**config.mk**
```make
export PLATFORM = sky130hd
export DESIGN_NAME = mem_port_arbiter
export DESIGN_NICKNAME = d
export VERILOG_FILES = /design/src/rtl/mem_port_arbiter.sv
export SDC_FILE = /design/constraint.sdc
export NUM_CORES = 1
export LEC_CHECK = 0
export ABC_AREA = 1
export CAP_MARGIN = 40
export CORE_UTILIZATION = 36
export DETAILED_ROUTE_END_ITERATION = 10
export GPL_ROUTABILITY_DRIVEN = 0
export PLACE_DENSITY = 0.77
export SLEW_MARGIN = 10
export SYNTH_ARGS = -nofsm -noshare
export SYNTH_HDL_FRONTEND = slang
export SYNTH_SLANG_ARGS = --single-unit
```
**constraint.sdc**
```tcl
create_clock -name clk -period 3.9 [get_ports clk]
set_clock_uncertainty 0.05 [all_clocks]
set_input_delay 0.39 -clock clk [delete_from_list [all_inputs] [get_ports clk]]
set_output_delay 0.39 -clock clk [all_outputs]
set_load 0.01 [all_outputs]
```
**src/rtl/mem_port_arbiter.sv**
```systemverilog
// Round-robin arbiter sharing one fixed-latency memory between the core (requester 0)
// and the loader/debug port (requester 1); returns read data plus a one-cycle ready pulse.
module mem_port_arbiter #(
  parameter int unsigned AW      = 32,
  parameter int unsigned DW      = 32,
  parameter int unsigned MEM_LAT = 2
) (
  input  logic          clk,
  input  logic          reset,
  // core requester
  input  logic          c_req,
  input  logic          c_we,
  input  logic [AW-1:0] c_addr,
  input  logic [DW-1:0] c_wdata,
  output logic [DW-1:0] c_rdata,
  output logic          c_ready,
  // loader requester
  input  logic          l_req,
  input  logic          l_we,
  input  logic [AW-1:0] l_addr,
  input  logic [DW-1:0] l_wdata,
  output logic [DW-1:0] l_rdata,
  output logic          l_ready,
  // memory side
  output logic          mem_en,
  output logic          mem_we,
  output logic [AW-1:0] mem_addr,
  output logic [DW-1:0] mem_wdata,
  input  logic [DW-1:0] mem_rdata,
  output logic [1:0]    gnt
);

  localparam int CW = (MEM_LAT > 1) ? $clog2(MEM_LAT) : 1;

  typedef enum logic [1:0] {StIdle, StAccess, StDone} state_e;

  state_e        state;
  logic [CW-1:0] cnt;
  logic          last_gnt;  // 1 = loader owned the previous grant
  logic          pick_l;

  // Loader wins only if the core is idle or the core was served last.
  always_comb begin
    pick_l = l_req && (!c_req || !last_gnt);
  end

  // The mem_* registers double as the latched request; they are zero outside ACCESS.
  always_ff @(posedge clk or posedge reset) begin
    if (reset) begin
      state     <= StIdle;
      cnt       <= '0;
      last_gnt  <= 1'b1;
      gnt       <= 2'b00;
      mem_en    <= 1'b0;
      mem_we    <= 1'b0;
      mem_addr  <= '0;
      mem_wdata <= '0;
      c_rdata   <= '0;
      l_rdata   <= '0;
      c_ready   <= 1'b0;
      l_ready   <= 1'b0;
    end else begin
      c_ready <= 1'b0;
      l_ready <= 1'b0;
      unique case (state)
        StIdle: begin
          if (c_req || l_req) begin
            gnt       <= pick_l ? 2'b10 : 2'b01;
            last_gnt  <= pick_l;
            mem_en    <= 1'b1;
            mem_we    <= pick_l ? l_we : c_we;
            mem_addr  <= pick_l ? l_addr : c_addr;
            mem_wdata <= pick_l ? l_wdata : c_wdata;
            cnt       <= CW'(MEM_LAT - 1);
            state     <= StAccess;
          end
        end
        StAccess: begin
          if (cnt == '0) begin
            if (!mem_we) begin
              if (gnt[1]) l_rdata <= mem_rdata;
              else        c_rdata <= mem_rdata;
            end
            if (gnt[1]) l_ready <= 1'b1;
            else        c_ready <= 1'b1;
            mem_en    <= 1'b0;
            mem_we    <= 1'b0;
            mem_addr  <= '0;
            mem_wdata <= '0;
            state     <= StDone;
          end else begin
            cnt <= cnt - CW'(1);
          end
        end
        StDone: begin
          gnt   <= 2'b00;
          state <= StIdle;
        end
        default: state <= StIdle;
      endcase
    end
  end

  a_ready_excl : assert property (@(posedge clk) disable iff (reset) !(c_ready && l_ready));
  a_en_owned   : assert property (@(posedge clk) disable iff (reset) mem_en |-> $onehot(gnt));

endmodule
```
### After elaboration in Yosys (flattened, before gate mapping)

Cells that the tools add are included.

| storage, ports and cells | value |
|---|---|
| flip-flop bits (word level) | 138 |
| input bits | 166 |
| output and inout port bits | 134 |
| word-level logic and storage cells | 62 |

| cells by class | value |
|---|---|
| add/subtract/negate cells | 1 |
| equal/unequal tests | 4 |
| multiplexer cells | 27 |
| bitwise operators | 3 |
| reduce and logical (&&, ||, !) cells | 15 |

Operators with widths:

| cell | number |
|---|---|
| 32-bit two-way mux | 5 |
| 32-bit case mux with 2 select lines | 2 |
| 1-bit two-way mux | 11 |
| 2-bit two-way mux | 4 |
| 2-bit case mux with 2 select lines | 2 |
| 2-bit AND reduction | 4 |
| 4-bit AND reduction | 2 |
| 1-bit case mux with 2 select lines | 3 |
| 2-bit != test (second input constant) | 2 |
| 2-bit nonzero test | 2 |
| 1-bit NOT | 3 |
| 3-bit AND reduction | 1 |
| 2-bit by 1-bit equality test with 1-bit output (second input constant) | 1 |
| 2-bit equality test (second input constant) | 1 |
| 1-bit logical NOT | 2 |
| 2-bit logical NOT | 1 |
| 1-bit logical OR | 2 |
| 1-bit logical AND | 1 |
| 1-bit subtractor (second input constant) | 1 |

### Depth between registers and ports, before layout

| depth | value |
|---|---|
| depth after elaboration | 6 |
| mapped depth | 7 |
| depth with buffers taken out | 5 |

### Worst setup path after synthesis

Ideal clock, no wire load.

| timing path | value |
|---|---|
| path kind | reg-to-reg |
| start | register last_gnt |
| end | register mem_addr[14] |
| library setup time | 0.125 ns |
| arrival time | 1.141 ns |
| required time | 3.725 ns |
| path slack | 2.585 ns |
| stages on the path, launching flop included | 8 |
| buffers on the path | 2 |
| clock period less this slack | 1.315 ns |
| cell sequence | dfstp_2 > nand2_1 > nand2_1 > inv_2 > buf_2 > buf_2 > nand3_1 > nand3_1 |

| on the way | value |
|---|---|
| longest elaborated chain between the ends | 6 |

Ends and longest elaborated chain:

| what | RTL line | source |
|---|---|---|
| start: declaration | 39 | `logic last_gnt;` |
| start signal: assignment | 69 | `last_gnt <= pick_l;` |
| 1-bit logical NOT | 44 | `pick_l = l_req && (!c_req \|\| !last_gnt);` |
| 1-bit logical OR | 44 |  |
| 1-bit logical AND | 44 |  |
| 32-bit two-way mux | 72 | `mem_addr <= pick_l ? l_addr : c_addr;` |
| 32-bit two-way mux | 67 | `if (c_req \|\| l_req) begin` |
| 32-bit case mux with 2 select lines | 65 | `unique case (state)` |
| end signal: assignment | 72 |  |
| end: declaration | 27 | `output logic [AW-1:0] mem_addr,` |

Every way passes these cells. The select of a mux whose other input is x is not followed.
A chain may end at the register's enable or synchronous reset.

### Final worst setup path

| timing path | value |
|---|---|
| start | register state[0] |
| end | register mem_addr[27] |

| on the way | value |
|---|---|
| longest elaborated chain between the ends | 3 |
| elaborated cells between the ends (all ways) | 7 |
| classes of those cells | eq/ne: 3; mux: 1; reduce/logical: 3 |

Ends and longest elaborated chain:

| what | RTL line | source |
|---|---|---|
| start: declaration | 37 | `state_e state;` |
| start signal: assignment | 50 | `state <= StIdle;` |
| start signal: assignment | 75 | `state <= StAccess;` |
| start signal: assignment | 90 | `state <= StDone;` |
| 2-bit by 1-bit equality test with 1-bit output or 2-bit logical NOT (tied branches) | 65 |  |
| 2-bit != test (no line) or 2-bit nonzero test (tied branches) | - |  |
| 3-bit AND reduction (no line) | - |  |

Several ways; a longest one is shown, not always the timed one.

==> reports/metrics.csv <==
metric,value,unit
grt_max_degree,139,
diodes,0,
pin_count,300,
ys_seq_area_frac,0.588,
crit_required,4190,ps
dp_cells,1123,
die_w,130,um
grtUsageTotal,0.229,
critPathMaxFanout,46,
antenna_found_initial,0,
cts_buffers,17,
holdPathStages,2,
synth_common_cells,"nand3_1 (260), dfrtp_1 (137), nand2_1 (79)",
rrSetupSlack,1830,ps
dieArea,0.0168,mm^2
dp_hpwl,13000,um
hold_buffers,0,
min_from,gnt[0]$_DFFE_PP0P_,
cts_resized,0,
overflow,0,
cts_setup_buffers,0,
totalPowerFinal,0.00786,W
avgRoutedWirePerCell,16.3,um
vias_per_cell,5.06,
num-nets-final,1092,
clk_pin_slew,60,ps
status,"finished, final reports clean",
end_kind,flip-flop,
tns,0,ps
min_path_type,reg -> reg,
detail-route-antenna-nets,0,
tritoncts,done,
port_buffers,299,
finalCritPeriodShare,0.530,
cp_cell_sequence,inv_2 > nand2_1 > nor2_4 > buf_4 > nand3_1 > nand3_1,
drv_slew,0,
hold_viol,0,
crit_cells,6,
muxShareOfSynthArea,0,
yosys-top-cells-area,"dfrtp_1 (58%), nand3_1 (22%), o21ai_1 (5.6%), nand2_1 (5.1%), buf_2 (2.5%)",
rows,46,
yosysWarnings,0,
synth_top_family_by_area,simple AND/OR/NAND/NOR gates,
synthXorXnorAreaFrac,0,
h-tree-depth,4,
worstRegToRegCells,6,
p_leak,4.28,nW
clock-sinks,138,
clk_latency,410,ps
synthesis.nets,818,
drtIter0Drc,322,
yosys.area.top_type_share,0.584,
synthFlopType,dfrtp_1,
synth_compound_area_frac,0.0571,
final_cells,1155,
drv_cap,0,
path_class,reg -> reg,
synth_adder_area_share,0,
first_pass_iters,5,
fin_area,0.00960,mm^2
cp_common_cell,nand3_1,
tightest_slew,750,ps
final_layout_size_suffix_gt1_frac,0.0575,
grt_pass1_vias,5688,
cpPeakStageDelay,510,ps
crit_family,simple AND/OR/NAND/NOR gates,
crit_buf_inv,2,
avgSynthCellArea,9.01,um^2
synthDistinctLibCells,17,
worstPathArrival,2360,ps
slowest_stage,buf_4,
clock.fmax,484,MHz
drc,0,
synth_cells,652,
coreArea,0.0159,mm^2
fin_crit,2070,ps
routed-via-count,5840,
cts_root_buffer,clkbuf_16,
routed_wl,18800,um
rr_startpoint,state[0]$_DFFE_PP0P_,
synth_area,0.00587,mm^2
synth_edf_count,0,
slew_headroom,0.500,
initial_core_util,0.370,
yosys.area_share.simple,0.285,
p_per_area,819,mW/mm^2
dpl_cell_area,0.00901,mm^2
synth_top_area_cell,dfrtp_1,
setup_viol_count_final,0,
vdd_ir_drop_max,0.426,mV
synthMostInstantiatedCell,nand3_1,
ys_async_sr_fraction,1.00,
rsz0062_at_grt,false,
area_growth,63.5,%
clock_path_buffers,2,
critPathLaunchType,flip-flop,
rr_endpoint,mem_addr[27]$_DFFE_PP0P_,
cp-endpoint,mem_addr[27]$_DFFE_PP0P_,
die_h,130,um
crit_path_start,state[0]$_DFFE_PP0P_,
yosys_register_bits,138,
grt_pass1_wl,29600,um
[state kept, by name, indices dropped and copies added, names as in the netlist]
| register | flops |
|---|---|
| cnt | 1 |
| mem_wdata | 32 |
| mem_en | 1 |
| last_gnt | 1 |
| mem_addr | 32 |
| c_rdata | 32 |
| l_rdata | 32 |
| mem_we | 1 |
| state | 2 |
| c_ready | 1 |
| l_ready | 1 |
| gnt | 2 |
[stage by stage]
step | hold WS, ps | setup slack [ps] | util
after floorplan | 392 | 1740 | -
after global placement | 405 | 1500 | 0.566
after detailed placement | 408 | 1450 | 0.567
after CTS | 422 | 1850 | 0.604
after global routing | 439 | 1690 | 0.604
final | 418 | 1830 | 0.604
[worst reg2reg max path, delay by kind of cell (launching register included)]
kind | cells | cell delay (ps)
flops | 1 | 440
buf+inv | 2 | 640
simple gates | 4 | 870
[power breakdown]
group / total, W / internal [W] / leakage (nW) / switching (W)
registers: 0.00254 / 0.00214 / 1.70 / 0.000403
logic: 0.00373 / 0.00183 / 2.30 / 0.00190
clock network: 0.00159 / 0.000965 / 0.277 / 0.000622
[cell type report]
cell class              count  area [um^2]
clock buffers              20          447
clock inverters            12          140
fillers                  1383         6290
inverters                  42          161
multi-input cells         418         2020
flip-flops and latches    138         3450
well taps                 216          270
repair buffers            309         3100
[layout by cell type (no fill, tap or decap)]
cell type,n
buf_12,1
buf_16,1
buf_4,8
bufinv_16,2
clkbuf_1,2
clkbuf_16,17
clkbuf_8,1
clkdlybuf4s50_1,299
clkinv_2,1
clkinv_4,4
clkinvlp_4,4
dfrtp_1,137
dfstp_2,1
inv_1,37
inv_2,4
inv_6,2
nand2_1,78
nand2_2,2
nand3_1,260
nand3_2,3
nor2_1,5
nor2_4,3
o21ai_0,1
o21ai_1,66
[kinds of logic after synthesis]
| kind of cell | count (synthesis) |
|---|---|
| AND/OR/NAND/NOR | 351 |
| flip-flops | 138 |
| buffers and inverters | 96 |
| AO/OA/AOI/OAI | 67 |
[worst min-delay path by stage]
stage	endpoint	slack [ps]
global placement	gnt[0]$_DFFE_PP0P_	400
detailed placement	gnt[0]$_DFFE_PP0P_	410
global route	gnt[0]$_DFFE_PP0P_	440
CTS	gnt[0]$_DFFE_PP0P_	420
floorplan	last_gnt$_DFFE_PP1P_	390
finish	gnt[0]$_DFFE_PP0P_	420
[per-layer routing]
layer / share of wire / vias up / global-route usage
met5: 0 / - / 0
met4: 0.027 / 0 / 0.0958
met3: 0.11 / 33 / 0.0882
met2: 0.47 / 270 / 0.367
met1: 0.39 / 2760 / 0.276
li1: - / 2777 / -
Power figures use the tool's default switching activity.
